[src/rtl/cpu_pkg.sv]
// Shared CPU definitions: datapath width, reset PC and the fetch queue entry.
package cpu_pkg;

    localparam int unsigned WORD_W = 32;
    localparam logic [WORD_W-1:0] RESET_PC_DEFAULT = '0;

    typedef struct packed {
        logic [WORD_W-1:0] instr;
        logic [WORD_W-1:0] pc;
    } fetch_entry_t;

endpackage

[src/rtl/fetch_unit_if.sv]
// Fetch-side buses: instruction memory read port and the decode handshake.
interface fetch_unit_if;
    import cpu_pkg::*;

    logic              imem_req;
    logic [WORD_W-1:0] imem_addr;
    logic [WORD_W-1:0] imem_rdata;
    logic              out_valid;
    logic              out_ready;
    logic [WORD_W-1:0] out_instr;
    logic [WORD_W-1:0] out_pc;
    logic [WORD_W-1:0] out_pc_plus4;

    modport master (
        output imem_req, imem_addr,
        input  imem_rdata,
        output out_valid, out_instr, out_pc, out_pc_plus4,
        input  out_ready
    );

    modport slave (
        input  imem_req, imem_addr,
        output imem_rdata,
        input  out_valid, out_instr, out_pc, out_pc_plus4,
        output out_ready
    );

endinterface

[src/rtl/fetch_queue.sv]
// Circular FIFO of fetch_entry_t with flush; storage resets to zero so the
// head reads as pc 0 / instr 0 out of reset.
module fetch_queue
    import cpu_pkg::*;
#(
    parameter int unsigned DEPTH = 2
) (
    input  logic                         clk,
    input  logic                         reset_n,
    input  logic                         push,
    input  fetch_entry_t                 push_data,
    input  logic                         pop,
    input  logic                         flush,
    output fetch_entry_t                 head,
    output logic [$clog2(DEPTH+1)-1:0]   count,
    output logic                         full,
    output logic                         empty
);

    localparam int unsigned PTR_W = (DEPTH > 1) ? $clog2(DEPTH) : 1;
    localparam int unsigned CNT_W = $clog2(DEPTH+1);

    fetch_entry_t         entries [DEPTH];
    logic [PTR_W-1:0]     head_ptr;
    logic [PTR_W-1:0]     tail_ptr;
    logic                 do_push;
    logic                 do_pop;

    function automatic logic [PTR_W-1:0] ptr_inc(input logic [PTR_W-1:0] p);
        return (p == PTR_W'(DEPTH-1)) ? '0 : p + 1'b1;
    endfunction

    assign full    = (count == CNT_W'(DEPTH));
    assign empty   = (count == '0);
    assign do_pop  = pop && !empty;
    assign do_push = push && (!full || do_pop);
    assign head    = entries[head_ptr];

    always_ff @(posedge clk or negedge reset_n) begin
        if (!reset_n) begin
            for (int unsigned i = 0; i < DEPTH; i++) begin
                entries[i] <= '0;
            end
            head_ptr <= '0;
            tail_ptr <= '0;
            count    <= '0;
        end else if (flush) begin
            head_ptr <= '0;
            tail_ptr <= '0;
            count    <= '0;
        end else begin
            if (do_push) begin
                entries[tail_ptr] <= push_data;
                tail_ptr          <= ptr_inc(tail_ptr);
            end
            if (do_pop) begin
                head_ptr <= ptr_inc(head_ptr);
            end
            case ({do_push, do_pop})
                2'b10:   count <= count + 1'b1;
                2'b01:   count <= count - 1'b1;
                default: count <= count;
            endcase
        end
    end

endmodule

[src/rtl/fetch_unit.sv]
// Instruction fetch: owns the PC, issues word reads, buffers responses and
// handles redirects with an epoch tag so stale responses are discarded.
module fetch_unit
    import cpu_pkg::*;
#(
    parameter logic [WORD_W-1:0] RESET_PC = RESET_PC_DEFAULT,
    parameter int unsigned       DEPTH    = 2
) (
    input  logic               clk,
    input  logic               reset_n,
    fetch_unit_if.master       fetch_bus,
    input  logic               redirect,
    input  logic [WORD_W-1:0]  redirect_target,
    output logic               fetch_fault
);

    localparam int unsigned CNT_W = $clog2(DEPTH+1);

    logic [WORD_W-1:0] fetch_pc;
    logic [WORD_W-1:0] inflight_pc;
    logic              inflight;
    logic              inflight_epoch;
    logic              epoch;
    logic              fault;

    logic [CNT_W-1:0]  q_count;
    logic              q_full;
    logic              q_empty;
    fetch_entry_t      q_head;
    fetch_entry_t      resp_entry;
    logic              accept;
    logic              resp_push;
    logic              issue;
    logic [CNT_W:0]    occupancy;

    assign accept = fetch_bus.out_valid && fetch_bus.out_ready;

    // A head being accepted this cycle frees its slot, which keeps a 2-deep
    // queue streaming one instruction per cycle without overflowing.
    assign occupancy = {1'b0, q_count}
                     + {{CNT_W{1'b0}}, inflight}
                     - {{CNT_W{1'b0}}, accept};

    assign issue = reset_n && !fault && !redirect && (occupancy < (CNT_W+1)'(DEPTH));

    assign resp_push  = inflight && (inflight_epoch == epoch) && !redirect && !fault;
    assign resp_entry = '{instr: fetch_bus.imem_rdata, pc: inflight_pc};

    fetch_queue #(.DEPTH(DEPTH)) u_queue (
        .clk       (clk),
        .reset_n   (reset_n),
        .push      (resp_push),
        .push_data (resp_entry),
        .pop       (accept),
        .flush     (redirect || fault),
        .head      (q_head),
        .count     (q_count),
        .full      (q_full),
        .empty     (q_empty)
    );

    always_ff @(posedge clk or negedge reset_n) begin
        if (!reset_n) begin
            fetch_pc       <= RESET_PC;
            inflight_pc    <= '0;
            inflight       <= 1'b0;
            inflight_epoch <= 1'b0;
            epoch          <= 1'b0;
            fault          <= 1'b0;
        end else begin
            inflight <= issue;
            if (issue) begin
                inflight_pc    <= fetch_pc;
                inflight_epoch <= epoch;
                fetch_pc       <= fetch_pc + 32'd4;
            end
            if (redirect && !fault) begin
                epoch    <= ~epoch;
                fetch_pc <= {redirect_target[WORD_W-1:2], 2'b00};
                if (redirect_target[1:0] != 2'b00) begin
                    fault <= 1'b1;
                end
            end
        end
    end

    assign fetch_bus.imem_req     = issue;
    assign fetch_bus.imem_addr    = fetch_pc;
    assign fetch_bus.out_valid    = !q_empty && !fault;
    assign fetch_bus.out_instr    = q_head.instr;
    assign fetch_bus.out_pc       = q_head.pc;
    assign fetch_bus.out_pc_plus4 = q_head.pc + 32'd4;
    assign fetch_fault            = fault;

endmodule

[src/flat_wrapper.sv]
// flat-port wrapper written by rule: the top's interface ports become plain ports
module fetch_unit_flat import cpu_pkg::*;
#(
    parameter logic [WORD_W-1:0] RESET_PC = RESET_PC_DEFAULT,
    parameter int unsigned       DEPTH    = 2
)
  (clk, reset_n, redirect, redirect_target, fetch_fault, fetch_bus_imem_req, fetch_bus_imem_addr, fetch_bus_imem_rdata, fetch_bus_out_valid, fetch_bus_out_instr, fetch_bus_out_pc, fetch_bus_out_pc_plus4, fetch_bus_out_ready);
  fetch_unit_if fetch_bus_i ();
  input  logic clk;
  input  logic reset_n;
  input  logic redirect;
  input  logic [WORD_W-1:0] redirect_target;
  output logic fetch_fault;
  output wire logic [$bits(fetch_bus_i.imem_req)-1:0] fetch_bus_imem_req;
  output wire logic [$bits(fetch_bus_i.imem_addr)-1:0] fetch_bus_imem_addr;
  input wire logic [$bits(fetch_bus_i.imem_rdata)-1:0] fetch_bus_imem_rdata;
  output wire logic [$bits(fetch_bus_i.out_valid)-1:0] fetch_bus_out_valid;
  output wire logic [$bits(fetch_bus_i.out_instr)-1:0] fetch_bus_out_instr;
  output wire logic [$bits(fetch_bus_i.out_pc)-1:0] fetch_bus_out_pc;
  output wire logic [$bits(fetch_bus_i.out_pc_plus4)-1:0] fetch_bus_out_pc_plus4;
  input wire logic [$bits(fetch_bus_i.out_ready)-1:0] fetch_bus_out_ready;
  assign fetch_bus_imem_req = fetch_bus_i.imem_req;
  assign fetch_bus_imem_addr = fetch_bus_i.imem_addr;
  assign fetch_bus_i.imem_rdata = fetch_bus_imem_rdata;
  assign fetch_bus_out_valid = fetch_bus_i.out_valid;
  assign fetch_bus_out_instr = fetch_bus_i.out_instr;
  assign fetch_bus_out_pc = fetch_bus_i.out_pc;
  assign fetch_bus_out_pc_plus4 = fetch_bus_i.out_pc_plus4;
  assign fetch_bus_i.out_ready = fetch_bus_out_ready;
  fetch_unit #(.RESET_PC(RESET_PC), .DEPTH(DEPTH)) u_core (.clk(clk), .reset_n(reset_n), .fetch_bus(fetch_bus_i), .redirect(redirect), .redirect_target(redirect_target), .fetch_fault(fetch_fault));
endmodule
[config.mk]
export PLATFORM = sky130hd
export DESIGN_NAME = fetch_unit_flat
export DESIGN_NICKNAME = d
export VERILOG_FILES = /design/src/rtl/cpu_pkg.sv /design/src/rtl/fetch_unit_if.sv /design/src/rtl/fetch_queue.sv /design/src/rtl/fetch_unit.sv /design/src/flat_wrapper.sv
export SDC_FILE = /design/constraint.sdc
export NUM_CORES = 1
export LEC_CHECK = 0
export ABC_AREA = 1
export BUFFER_PORTS_ARGS = -buffer_cell sky130_fd_sc_hd__buf_2
export CORE_ASPECT_RATIO = 0.6
export CORE_MARGIN = 3
export CORE_UTILIZATION = 55
export DETAILED_ROUTE_END_ITERATION = 8
export GPL_TIMING_DRIVEN = 0
export PLACE_DENSITY = 0.86
export SYNTH_ARGS = -nofsm -noshare
export SYNTH_HDL_FRONTEND = slang
export SYNTH_HIERARCHICAL = 1
export SYNTH_SLANG_ARGS = --single-unit
[constraint.sdc]
create_clock -name clk -period 3.9 [get_ports clk]
set_input_delay 0.78 -clock clk [delete_from_list [all_inputs] [get_ports clk]]
set_output_delay 0.78 -clock clk [all_outputs]
set_load 0.05 [all_outputs]
# --- After elaboration in Yosys (flattened, before gate mapping) ---
# Index checks and enable logic that the tools add are counted.
op_classes:
  n_bitwise: 4
  n_lt_le_gt_ge: 4
  mux: 16
  n_reduce_logical: 26
  n_eq_ne: 4
  n_addsub: 8
op_table:
  columns: ["op", "count"]
  rows:
  - ["64-bit two-way mux", 4]
  - ["128-bit bitwise mux", 1]
  - ["32-bit by 3-bit adder with 32-bit output (second input constant)", 2]
  - ["64-bit demux with 1-bit select", 1]
  - ["32-bit two-way mux", 2]
  - ["1-bit logical AND", 12]
  - ["2-bit nonzero test", 4]
  - ["1-bit two-way mux", 6]
  - ["2-bit == test (second input constant)", 2]
  - ["2-bit >= comparator (second input constant)", 2]
  - ["1-bit logical NOT", 4]
  - ["1-bit NOT with 2-bit output", 2]
  - ["2-bit case mux with 2 select lines", 1]
  - ["2-bit AND reduction", 2]
  - ["2-bit by 1-bit adder with 3-bit output", 1]
  - ["3-bit by 2-bit < comparator with 1-bit output (second input constant)", 1]
  - ["3-bit nonzero test", 1]
  - ["3-bit by 1-bit subtractor with 3-bit output", 1]
  - ["1-bit adder (second input constant)", 2]
  - ["2-bit by 1-bit adder with 2-bit output (second input constant)", 1]
  - ["2-bit by 1-bit == test with 1-bit output (second input constant)", 1]
  - ["2-bit logical NOT", 1]
  - ["1-bit logical OR", 2]
  - ["2-bit by 1-bit < comparator with 1-bit output (second input constant)", 1]
  - ["4 further kinds", 5]
word_totals:
  input_bits: 68
  elab_cells: 75
  regBits: 200
  output_inout_bits: 131

# --- Longest topological paths before layout ---
# Gate-level depths: netlist (run 1).
logic_depth:
  ltp_word: 10
  depth_mapped: 16
  ltp_nobuf: 15

# --- By module ---
# The synthesis (run 1) kept the hierarchy.
modules_own_cells:
  columns: ["module", "cells_each", "instances", "area_per_inst_um2", "seq_area_each_um2"]
  rows:
  - ["fetch_queue", 720, 1, 6356.1, 3303.2]
  - ["fetch_unit", 640, 1, 4356.7, 1601.5]

# --- Worst setup path after synthesis (run 1) ---
# OpenSTA, ideal clock, no wires.
synth_path:
  path_kind: "register to output"
  startpoint: "register u_core.u_queue.head_ptr"
  endpoint: "output fetch_bus_out_pc_plus4[14]"
  required_time_ns: 3.120
  t_arrival_ns: 2.951
  path_stages_with_launch: 12
  setup_slack_ns: 0.169
  path_buffers: 2
  path_cell_list: "dfrtp_1 > inv_1 > clkbuf_1 > buf_2 > nand2_1 > nand2_1 > ha_1 > inv_1 > nor3_2 > inv_1 > nor2_1 > xor2_1"
synth_via:
  elab_chain_len: 5
synth_rtl:
  columns: ["item", "line_no", "source"]
  rows:
  - ["start, declared", "fetch_queue.sv:24", "logic [PTR_W-1:0] head_ptr;"]
  - ["start signal, assigned", "fetch_queue.sv:57", "head_ptr <= ptr_inc(head_ptr);"]
  - ["1-bit NOT with 2-bit output (implied by the code)", "fetch_queue.sv:37", "assign head = entries[head_ptr];"]
  - ["64-bit two-way mux (implied by the code) (3 in a row)", "fetch_queue.sv:37", null]
  - ["named net fetch_bus_out_pc[3]", "flat_wrapper.sv:19", "output wire logic [$bits(fetch_bus_i.out_pc)-1:0] fetch_bus_out_pc;"]
  - ["32-bit by 3-bit adder with 32-bit output", "fetch_unit.sv:92", "assign fetch_bus.out_pc_plus4 = q_head.pc + 32'd4;"]
  - ["end, declared", "flat_wrapper.sv:20", "output wire logic [$bits(fetch_bus_i.out_pc_plus4)-1:0] fetch_bus_out_pc_plus4;"]
# The timed path passes the listed nets, and every way through them passes these cells. The select of a mux whose other input is x is not followed.

# --- Final worst setup path (run 1) ---
layout_path:
  startpoint: "register u_core.u_queue.head_ptr"
  endpoint: "output fetch_bus_out_pc_plus4[22]"
layout_via:
  elab_chain_len: 5
layout_rtl:
  columns: ["item", "line_no"]
  rows:
  - ["1-bit NOT with 2-bit output (implied by the code)", "fetch_queue.sv:37"]
  - ["64-bit two-way mux (implied by the code) (3 in a row)", "fetch_queue.sv:37"]
  - ["32-bit by 3-bit adder with 32-bit output", "fetch_unit.sv:92"]
# No other way between the ends. The select of a mux whose other input is x is not followed.

==> metrics.md, run 1 <==
| Metric | Value |
|---|---|
| CP Launch Type | `register` |
| Clk_lat worst skew | `430 ps` |
| Vias in the first global route | `9,391` |
| Most common cell in the synthesized netlist | `nand2_1` |
| Sequential share of power | `50.8%` |
| Worst EP arrival | `2990 ps` |
| Comb pwr share | `6.6%` |
| Worst Tran Pin Value | `969 ps` |
| Ant. Diodes | `0` |
| Post-Syn Instances | `1,360` |
| Leak | `0.00663 uW` |
| H-tree depth | `4` |
| Worst vdd ir | `0.000326 V` |
| Final Hold Vio Count | `0` |
| Critical path endpoint category | `primary output` |
| Ys Warns | `6` |
| Final setup fails | `0` |
| Die span in y | `114 microns` |
| Core Rows | `38` |
| Chip Width | `186 microns` |
| Final Cell Area | `12,800 sq um` |
| Placed instance area | `12,100 sq um` |
| DR iter-0 viols | `1,147` |
| Slew Limit Fails | `0` |
| Sequential fraction of the synthesis area | `45.8%` |
| Total grt overflow | `0` |
| GR peak layer | `met1` |
| Max incr delay on CP | `410 ps` |
| Fin crit share | `96.6%` |
| Via count | `10.1k` |
| Clock Skews | `13.1 ps` |
| Internal cell power | `3040 uW` |
| Via density | `5.44` |
| Worst-path cell chain | `clkinvlp_4 -> clkbuf_4 -> nand2_1 -> nand2_1 -> ha_1 -> inv_1 -> nor3_4 -> inv_1 -> nor3_2 -> xor2_1 -> buf_2` |
| Switching Fraction | `25.8%` |
| CTS clk-pin slew, worst paths | `70 ps` |
| Initial antenna violation count | `0` |
| Tot GR Track Use | `29.7%` |
| Share of layout cells above drive strength 1 | `27.6%` |
| Synthesis-stage register bit count | `196` |
| Synth Area per Inst | `7.88 sq um` |
| Critical path's top delay family | `buffers and inverters` |
| Pre-antenna DRT Iters | `8` |
| Pin count of the biggest net entering global routing | `128` |
| Root buffer cell | `clkbuf_16` |
| Final Power | `4100 uW` |
| Rel. slew slack | `34.9%` |
| P&R area growth vs syn | `19.3%` |
| Wirelength, routed | `31,700 microns` |
| GR Layer Usage met3 | `9.59%` |
| First-pass GRT wire length | `49,100 microns` |
| Cell variety after synth | `40` |
| Placer Congestion | `0.986` |
| Cell at the slowest stage of the critical path | `dfrtp_1` |
| Final TNS setup | `0 ps` |
| Top cells by count, synth | `nand2_1 (539), dfrtp_1 (196), inv_1 (136)` |
| Clock network power share | `42.6%` |
| Met2 global-route usage | `42.6%` |
| Dominant cells by area after synthesis | `dfrtp_1 (46%), nand2_1 (19%), o21ai_2 (9.1%)` |
| Worst path buffer plus inverter count | `5` |
| CTS Buf Count | `17` |
| Post-synth top area cell | `dfrtp_1` |
| Worst Setup Path Type | `reg -> out` |
| Outcome | `completed` |
| Fmax | `265 MHz` |
| Synth top area share | `45.8%` |
| Die area | `21,200 sq um` |
| Met1 Use GR | `44.8%` |
| Max-cap violations | `0` |
| WL per Instance | `17.1 microns` |
| Fin crit period | `3770 ps` |
| Mapped cell area | `10,700 sq um` |
| Clock tree buffer depth | `2` |
| ANT nets after route | `0` |
| I/O Buffers | `196` |
| P_sw | `1060 uW` |
| TritonCTS clock tree | `done` |
| Req. time, crit path | `3120 ps` |
| P per Cell Area | `321 nW/um^2` |
| CP Max Fanout | `12` |
| HP Class | `in -> async` |
| Boundary pin count | `199` |
| Starting Density | `57.6%` |
| Post-synth EDFFs | `0` |
| Final HPWL DP | `23,500 microns` |
| Remaining routing DRC violations | `0` |
| Clk sink count | `196` |
| Placeable Area | `18,600 sq um` |
| Synth Flop Type | `dfrtp_1` |
| Fraction of registers with async set/reset | `100%` |
| Nets | `1,655` |
[per-layer routing]
layer / vias up / part of all wire (%)
met5: - / 0
met4: 0 / 0.63
met3: 19 / 13
met2: 578 / 43
met1: 4777 / 44
li1: 4714 / -
[power groups by stage]
stage               combinational, uW  clock [uW]  sequential (uW)
floorplan                        80.1           0             2180
global placement                  258           0             2120
detailed placement                267           0             2120
CTS                               268        1780             2080
global route                      293        1870             2080
finish                            269        1750             2080
[kinds of logic (layout without fill, tap and decap cells)]
family	count (synthesis)	in the layout	synth area share, %
simple gates	739	739	28.9
buf+inv	206	439	9.62
flops	196	196	45.8
compound gates	187	187	13.0
xor+xnor	27	27	2.21
fa+ha+maj	4	4	0.537
other cells	1	4	0.0350
[flip-flops by register name, indices dropped and copies added (netlist names)]
| register | count |
|---|---|
| u_core/epoch | 1 |
| u_core/u_queue/entries | 128 |
| u_core/fetch_fault | 1 |
| u_core/inflight_pc | 30 |
| u_core/inflight_epoch | 1 |
| u_core/u_queue/head_ptr | 1 |
| u_core/u_queue/count | 2 |
| u_core/inflight | 1 |
| u_core/fetch_bus.imem_addr | 30 |
| u_core/u_queue/tail_ptr | 1 |
[stage by stage]
step | utilization, % | instances | hold WS, ps | worst slack [ps]
final | 68.8 | 1856 | 315 | 133
after global routing | 68.8 | 1856 | 342 | -33.3
after CTS | 68.3 | 1853 | 319 | 9.03
after detailed placement | 64.9 | 1820 | 468 | -516
after global placement | 64.7 | 1819 | 464 | -2470
after floorplan | - | 1363 | 449 | 169
[layout by cell type (no fill, tap or decap), types with 4 or more instances in the layout]
master,n
nor3_1,16
conb_1,4
nand3_1,62
o211ai_1,5
nand2_1,538
a21oi_1,7
xnor2_1,6
clkinvlp_4,4
o21ai_1,12
inv_1,134
o21ai_0,46
clkbuf_4,4
nor2_2,6
buf_4,10
buf_2,206
nand3b_1,4
o21ai_2,111
nor2_4,8
nand2_2,6
clkbuf_1,7
nand4_1,12
inv_2,7
dfrtp_1,194
clkbuf_16,18
buf_6,27
nor2_1,73
xor2_1,21
[repair_timing]
action	4_1_cts	5_1_grt
hold buffers	0	0
setup endpoints to repair	17	16
pin swaps	1	3
cloned	0	1
resized for setup	13	15
setup buffers	3	2
[layout make-up]
| class | count | area, sq um |
|---|---|---|
| multi-input cells | 961 | 4820 |
| repair buffers | 203 | 1100 |
| inverters | 143 | 543 |
| fillers | 1503 | 5810 |
| clock inverters | 13 | 143 |
| well taps | 260 | 325 |
| plain buffers | 61 | 508 |
| flip-flops and latches | 196 | 4910 |
| clock buffers | 19 | 443 |
[final timing paths]
kind	from	end	slack [ps]	cells after the start
min	reset_n	u_core/u_queue/entries[82]	310	1
max in group asynchronous	reset_n	u_core/u_queue/count[0]	2530	2
max	u_core/u_queue/head_ptr	fetch_bus_out_pc_plus4[22]	130	11
max reg2reg	u_core/u_queue/count[1]	u_core/fetch_bus.imem_addr[5]	940	15
min in group clk	u_core/u_queue/entries[124]	u_core/u_queue/entries[124]	480	2
min reg2reg	u_core/u_queue/entries[124]	u_core/u_queue/entries[124]	480	2
Note: power is estimated with default switching activity, not from simulation.
==> run 2: changes to the inputs <==
--- a/config.mk
+++ b/config.mk
@@ -13,6 +13,7 @@
 export DETAILED_ROUTE_END_ITERATION = 8
 export GPL_TIMING_DRIVEN = 0
 export PLACE_DENSITY = 0.86
+export REMOVE_ABC_BUFFERS = 1
 export SYNTH_ARGS = -nofsm -noshare
 export SYNTH_HDL_FRONTEND = slang
 export SYNTH_HIERARCHICAL = 1
==> run 2 against run 1 <==
Against the previous run: highest routed layer unchanged; core utilization fell by 0.67 points; hold slack improved by 14 ps; first-iteration DRC count fell by 7.8%; non-clock buffer count fell by 47; largest cell class is now multi-input gates; largest power group unchanged; worst setup slack got worse by 33 ps.
==> metrics.md, run 2 (same netlist as run 1, synthesis figures left out) <==
| Metric | Value |
|---|---|
| Clock Skews | `9.67 ps` |
| P per Cell Area | `319 nW/um^2` |
| Clock tree buffer depth | `2` |
| Core Rows | `38` |
| Outcome | `completed` |
| Chip Width | `186 microns` |
| Commonest non-fill, non-tap cell in the layout | `nand2_1` |
| Final HPWL DP | `19,900 microns` |
| Max FFs per register | `128` |
| Placeable Area | `18,600 sq um` |
| Fmax | `263 MHz` |
| I/O Buffers | `196` |
| WL per Instance | `16.1 microns` |
| Worst vdd ir | `0.000258 V` |
| Die area | `21,200 sq um` |
| Critical path depth | `11` |
| Clk_lat worst skew | `440 ps` |
| Reg-to-reg endpoint | `u_core/fetch_bus.imem_addr[18]` |
| Leak | `0.00649 uW` |
| Most frequent cells in the layout | `nand2_1 (530), dfrtp_1 (193), buf_2 (183)` |
| Worst path buffer plus inverter count | `4` |
| Rel. slew slack | `24.3%` |
| DR iter-0 viols | `1,058` |
| Cell at the slowest stage of the critical path | `dfrtp_4` |
| Max incr delay on CP | `500 ps` |
| Tot GR Track Use | `27.6%` |
| Largest register by flop count | `u_core/u_queue/entries` |
| First-pass GRT wire length | `45,800 microns` |
| Vias in the first global route | `8,877` |
| Pre-antenna DRT Iters | `6` |
| Worst-path cell chain | `buf_12 -> inv_8 -> buf_16 -> nand2_1 -> nand2_1 -> nand2_1 -> nor2_1 -> nand2_1 -> nor3_1 -> xor2_1 -> buf_4` |
| TritonCTS clock tree | `done` |
| Final Power | `4030 uW` |
| Total grt overflow | `0` |
| Clk sink count | `196` |
| P&R area growth vs syn | `18.2%` |
| Fillers | `1,558` |
| Reg-to-reg startpoint | `u_core/u_queue/count[0]` |
| Final setup fails | `0` |
| Starting Density | `57.6%` |
| Worst EP arrival | `3020 ps` |
| Worst Tran Pin Value | `1130 ps` |
| Worst Setup Path Type | `reg -> out` |
| Critical path endpoint category | `primary output` |
| Worst hold slack | `329 ps` |
| Pin count of the biggest net entering global routing | `122` |
| Remaining routing DRC violations | `0` |
| Via count | `9,682` |
| Share of layout cells above drive strength 1 | `27.4%` |
| Fin crit period | `3800 ps` |
| Nets | `1,611` |
| Req. time, crit path | `3120 ps` |
| CP Launch Type | `register` |
| H-tree depth | `4` |
| Wirelength, routed | `29,200 microns` |
| Cell mode on critical path | `nand2_1` |
| Max-cap violations | `0` |
| Root buffer cell | `clkbuf_16` |
| Initial antenna violation count | `0` |
| Hold Buf Count CTS | `0` |
| CTS Buf Count | `17` |
| Final Hold Vio Count | `0` |
| CP Max Fanout | `39` |
| HP Class | `in -> async` |
| Via density | `5.34` |
| CTS clk-pin slew, worst paths | `70 ps` |
| Fin crit share | `97.4%` |
| Boundary pin count | `199` |
| R2r setup slk | `380 ps` |
| Critical path's top delay family | `simple AND/OR/NAND/NOR gates` |
| Placer Congestion | `0.927` |
| R2R depth | `15` |
| ANT nets after route | `0` |
| Slew Limit Fails | `0` |
| Ant. Diodes | `0` |
| Die span in y | `114 microns` |
-- run 2: final cells by class --
cell class	instances	area, sq um	share of cell area, %
clock buffers	21	470	3.72
clock inverters	11	96.3	0.761
inverters	143	571	4.51
multi-input cells	963	4940	39.0
flip-flops and latches	196	4910	38.8
well taps	260	325	2.57
repair buffers	217	1330	10.5
repair inverters	1	11.3	0.0890
-- run 2: power by group --
part | leakage, uW | internal [uW] | switching [uW]
logic | 0.00355 | 67.4 | 192
registers | 0.00266 | 2050 | 29.3
clock network | 0.000275 | 883 | 812
total | 0.00649 | 3000 | 1030
-- run 2: through the flow --
stage	instances	worst slack (ps)	instance area, sq um	utilization, %	setup TNS, ps
after global placement	1756	-3000	11500	62.1	-563500
after global routing	1812	-8.39	12700	68.1	-8.39
after detailed placement	1762	-892	11700	62.9	-4660
after floorplan	1300	-1150	10200	-	-27360
after CTS	1804	-62.7	12500	67.3	-62.7
final	1812	100	12700	68.1	0
-- run 2: worst max-delay path by stage --
stage	slack (ps)	end	startpoint
finish	100	fetch_bus_out_pc_plus4[19]	u_core/u_queue/head_ptr
detailed placement	-890	fetch_bus_imem_req	fetch_bus_out_ready
CTS	-60	fetch_bus_imem_req	u_core/u_queue/count[0]
global route	-8	fetch_bus_imem_req	u_core/u_queue/count[0]
floorplan	-1150	fetch_bus_out_pc_plus4[18]	u_core/u_queue/head_ptr
global placement	-3000	fetch_bus_imem_req	reset_n
-- run 2: per-layer routing --
metal  GRT usage [%]  vias up  part of all wire [%]
met2            39.8      456                    43
met4            6.45        0                   1.4
met1            41.7     4568                    46
met3            7.24       39                   9.7
met5               0        -                     0
li1                -     4619                     -
-- run 2: what timing repair did --
action                                  in CTS  in global routing
endpoints found under the setup margin      49                 20
buffers inserted                             7                  7
cloned                                       3                  1
resized for setup                           36                 22
pin swaps                                    3                  4
==> run 3: changes to the inputs <==
--- a/config.mk
+++ b/config.mk
@@ -9,11 +9,13 @@
 export BUFFER_PORTS_ARGS = -buffer_cell sky130_fd_sc_hd__buf_2
 export CORE_ASPECT_RATIO = 0.6
 export CORE_MARGIN = 3
-export CORE_UTILIZATION = 55
+export CORE_UTILIZATION = 56
+export CTS_CLUSTER_DIAMETER = 50
 export DETAILED_ROUTE_END_ITERATION = 8
 export GPL_TIMING_DRIVEN = 0
-export PLACE_DENSITY = 0.86
+export PLACE_DENSITY = 0.87
 export REMOVE_ABC_BUFFERS = 1
+export SLEW_MARGIN = 5
 export SYNTH_ARGS = -nofsm -noshare
 export SYNTH_HDL_FRONTEND = slang
 export SYNTH_HIERARCHICAL = 1
==> run 3 against run 2 <==
Against the previous run: hold slack improved by 22 ps; sequential power about the same; clock skew up 2.9 ps; fmax is 1.6% lower; sequential share of layout area increased by 0.35 points; combinational power about the same; cell count is 1.1% lower; final area down 0.90%; register-to-register slack barely moved.
==> metrics.md, run 3 (same netlist as run 1, synthesis figures left out) <==
| Metric | Value |
|---|---|
| WL met2 | `12,600 microns` |
| First-pass GRT wire length | `45,800 microns` |
| Core Rows | `38` |
| TritonCTS clock tree | `done` |
| CTS clk-pin slew, worst paths | `70 ps` |
| Final TNS setup | `0 ps` |
| Critical path's top delay family | `simple AND/OR/NAND/NOR gates` |
| ANT nets after route | `0` |
| Cell mode on critical path | `inv_1` |
| Max-cap violations | `0` |
| Remaining routing DRC violations | `0` |
| Critical path endpoint category | `primary output` |
| H-tree depth | `4` |
| Critical path depth | `12` |
| DR iter-0 viols | `1,090` |
| Met3 WL | `2790 microns` |
| P per Cell Area | `331 nW/um^2` |
| P&R area growth vs syn | `17.1%` |
| Pin count of the biggest net entering global routing | `115` |
| Root buffer cell | `clkbuf_16` |
| Final HPWL DP | `20,000 microns` |
| Final Cell Area | `12,500 sq um` |
| Req. time, crit path | `3120 ps` |
| Leak | `0.00649 uW` |
| Fmax | `259 MHz` |
| Fin crit period | `3860 ps` |
| Placer Congestion | `0.966` |
| Worst Tran Pin Value | `1170 ps` |
| Fin crit share | `99.0%` |
| Top sig layer | `met4` |
| Wirelength, routed | `29,100 microns` |
| Max FFs per register | `128` |
| Final Hold Vio Count | `0` |
| Max incr delay on CP | `480 ps` |
| Boundary pin count | `199` |
| Placed instance area | `11,700 sq um` |
| Cell at the slowest stage of the critical path | `fa_1` |
| Tot GR Track Use | `27.9%` |
| Most frequent cells in the layout | `nand2_1 (538), dfrtp_1 (193), buf_2 (191)` |
| Ant. Diodes | `0` |
| Nets | `1,611` |
| Outcome | `completed` |
| Placeable Area | `18,400 sq um` |
| Worst vdd ir | `0.000283 V` |
| Worst path buffer plus inverter count | `4` |
| CTS Buf Count | `17` |
| Die span in y | `113 microns` |
| Slew Limit Fails | `0` |
| Chip Width | `185 microns` |
| HP Class | `in -> async` |
| Total grt overflow | `0` |
| Via density | `5.34` |
| Vias in the first global route | `8,854` |
| RSZ-0062 raised after global routing | `yes` |
| Initial antenna violation count | `0` |
| Share of layout cells above drive strength 1 | `26.4%` |
| Clk_lat worst skew | `450 ps` |
| Worst EP arrival | `3080 ps` |
| Worst-path cell chain | `inv_1 -> nand2_2 -> inv_1 -> nor3b_4 -> ha_1 -> or2_2 -> fa_1 -> nand2_1 -> nor2_4 -> nand2_8 -> clkinv_16 -> buf_8` |
| Final core occ | `68.2%` |
| R2r setup slk | `370 ps` |
| M1 WL | `13,100 microns` |
| Rel. slew slack | `21.9%` |
| Worst Setup Path Type | `reg -> out` |
| CP Launch Type | `register` |
| Largest register by flop count | `u_core/u_queue/entries` |
| I/O Buffers | `196` |
| Final setup fails | `0` |
| CP Max Fanout | `15` |
| Clock Skews | `12.5 ps` |
| Commonest non-fill, non-tap cell in the layout | `nand2_1` |
| R2R depth | `15` |
| Via count | `9,577` |
| Die area | `20,900 sq um` |
| Pre-antenna DRT Iters | `6` |
| Clock tree buffer depth | `2` |
| Clk sink count | `196` |
| WL per Instance | `16.2 microns` |
| Starting Density | `58.2%` |
run 3: cell count changes in the layout (fill, tap and decap cells not counted), moves of 2 or more:
cell / previous run / this run
bufinv_16: 0 / 2
nor2_1: 69 / 72
nor3_2: 7 / 3
nand2_2: 14 / 6
inv_6: 2 / 5
buf_2: 183 / 191
buf_4: 21 / 13
nand2_1: 530 / 538
clkbuf_8: 3 / 1
nor3_1: 12 / 16
nor2_4: 9 / 7
run 3: timing repair:
| action | CTS | global route |
|---|---|---|
| hold buffers | 0 | 0 |
| endpoints found under the setup margin | 51 | 6 |
| setup buffers | 9 | 5 |
| gates resized for setup | 19 | 8 |
| pin swaps | 3 | 3 |
| cloned | 2 | 1 |
run 3: path summary, 6_finish.rpt:
path / startpoint / endpoint
max: u_core/u_queue/count[0] / fetch_bus_imem_req
min: reset_n / u_core/u_queue/entries[100]
max reg2reg: u_core/u_queue/count[0] / u_core/fetch_bus.imem_addr[18]
min reg2reg: u_core/u_queue/entries[67] / u_core/u_queue/entries[67]
max in group asynchronous: reset_n / u_core/u_queue/entries[72]
min in group clk: u_core/u_queue/entries[67] / u_core/u_queue/entries[67]
run 3: stage by stage:
step           std cells  setup WS [ps]  total power (uW)  hold slack [ps]
5_1_grt             1792           -104              4300              391
2_1_floorplan       1300          -1150              2260              450
4_1_cts             1786          -70.6              4190              361
3_3_place_gp        1736          -3010              2370              464
6_report            1792           37.3              4160              351
3_5_place_dp        1743           -926              2380              467
run 3: area by class of cell:
| type | instances | area, sq um |
|---|---|---|
| clock buffers | 18 | 439 |
| clock inverters | 14 | 161 |
| fillers | 1559 | 5860 |
| inverters | 143 | 571 |
| multi-input cells | 963 | 4860 |
| flip-flops and latches | 196 | 4910 |
| well taps | 240 | 300 |
| repair buffers | 217 | 1290 |
| repair inverters | 1 | 11.3 |
run 3: metal layers:
layer | vias to the layer above | track usage, %
li1 | 4615 | -
met5 | - | 0
met2 | 420 | 40.8
met3 | 48 | 6.17
met4 | 0 | 8.30
met1 | 4494 | 41.7
run 3: power by group:
group | leakage [uW] | total [uW] | switching (uW) | internal (uW)
Combinational | 0.00354 | 259 | 192 | 67.3
Sequential | 0.00266 | 2080 | 29.2 | 2050
Clock | 0.000296 | 1820 | 838 | 982
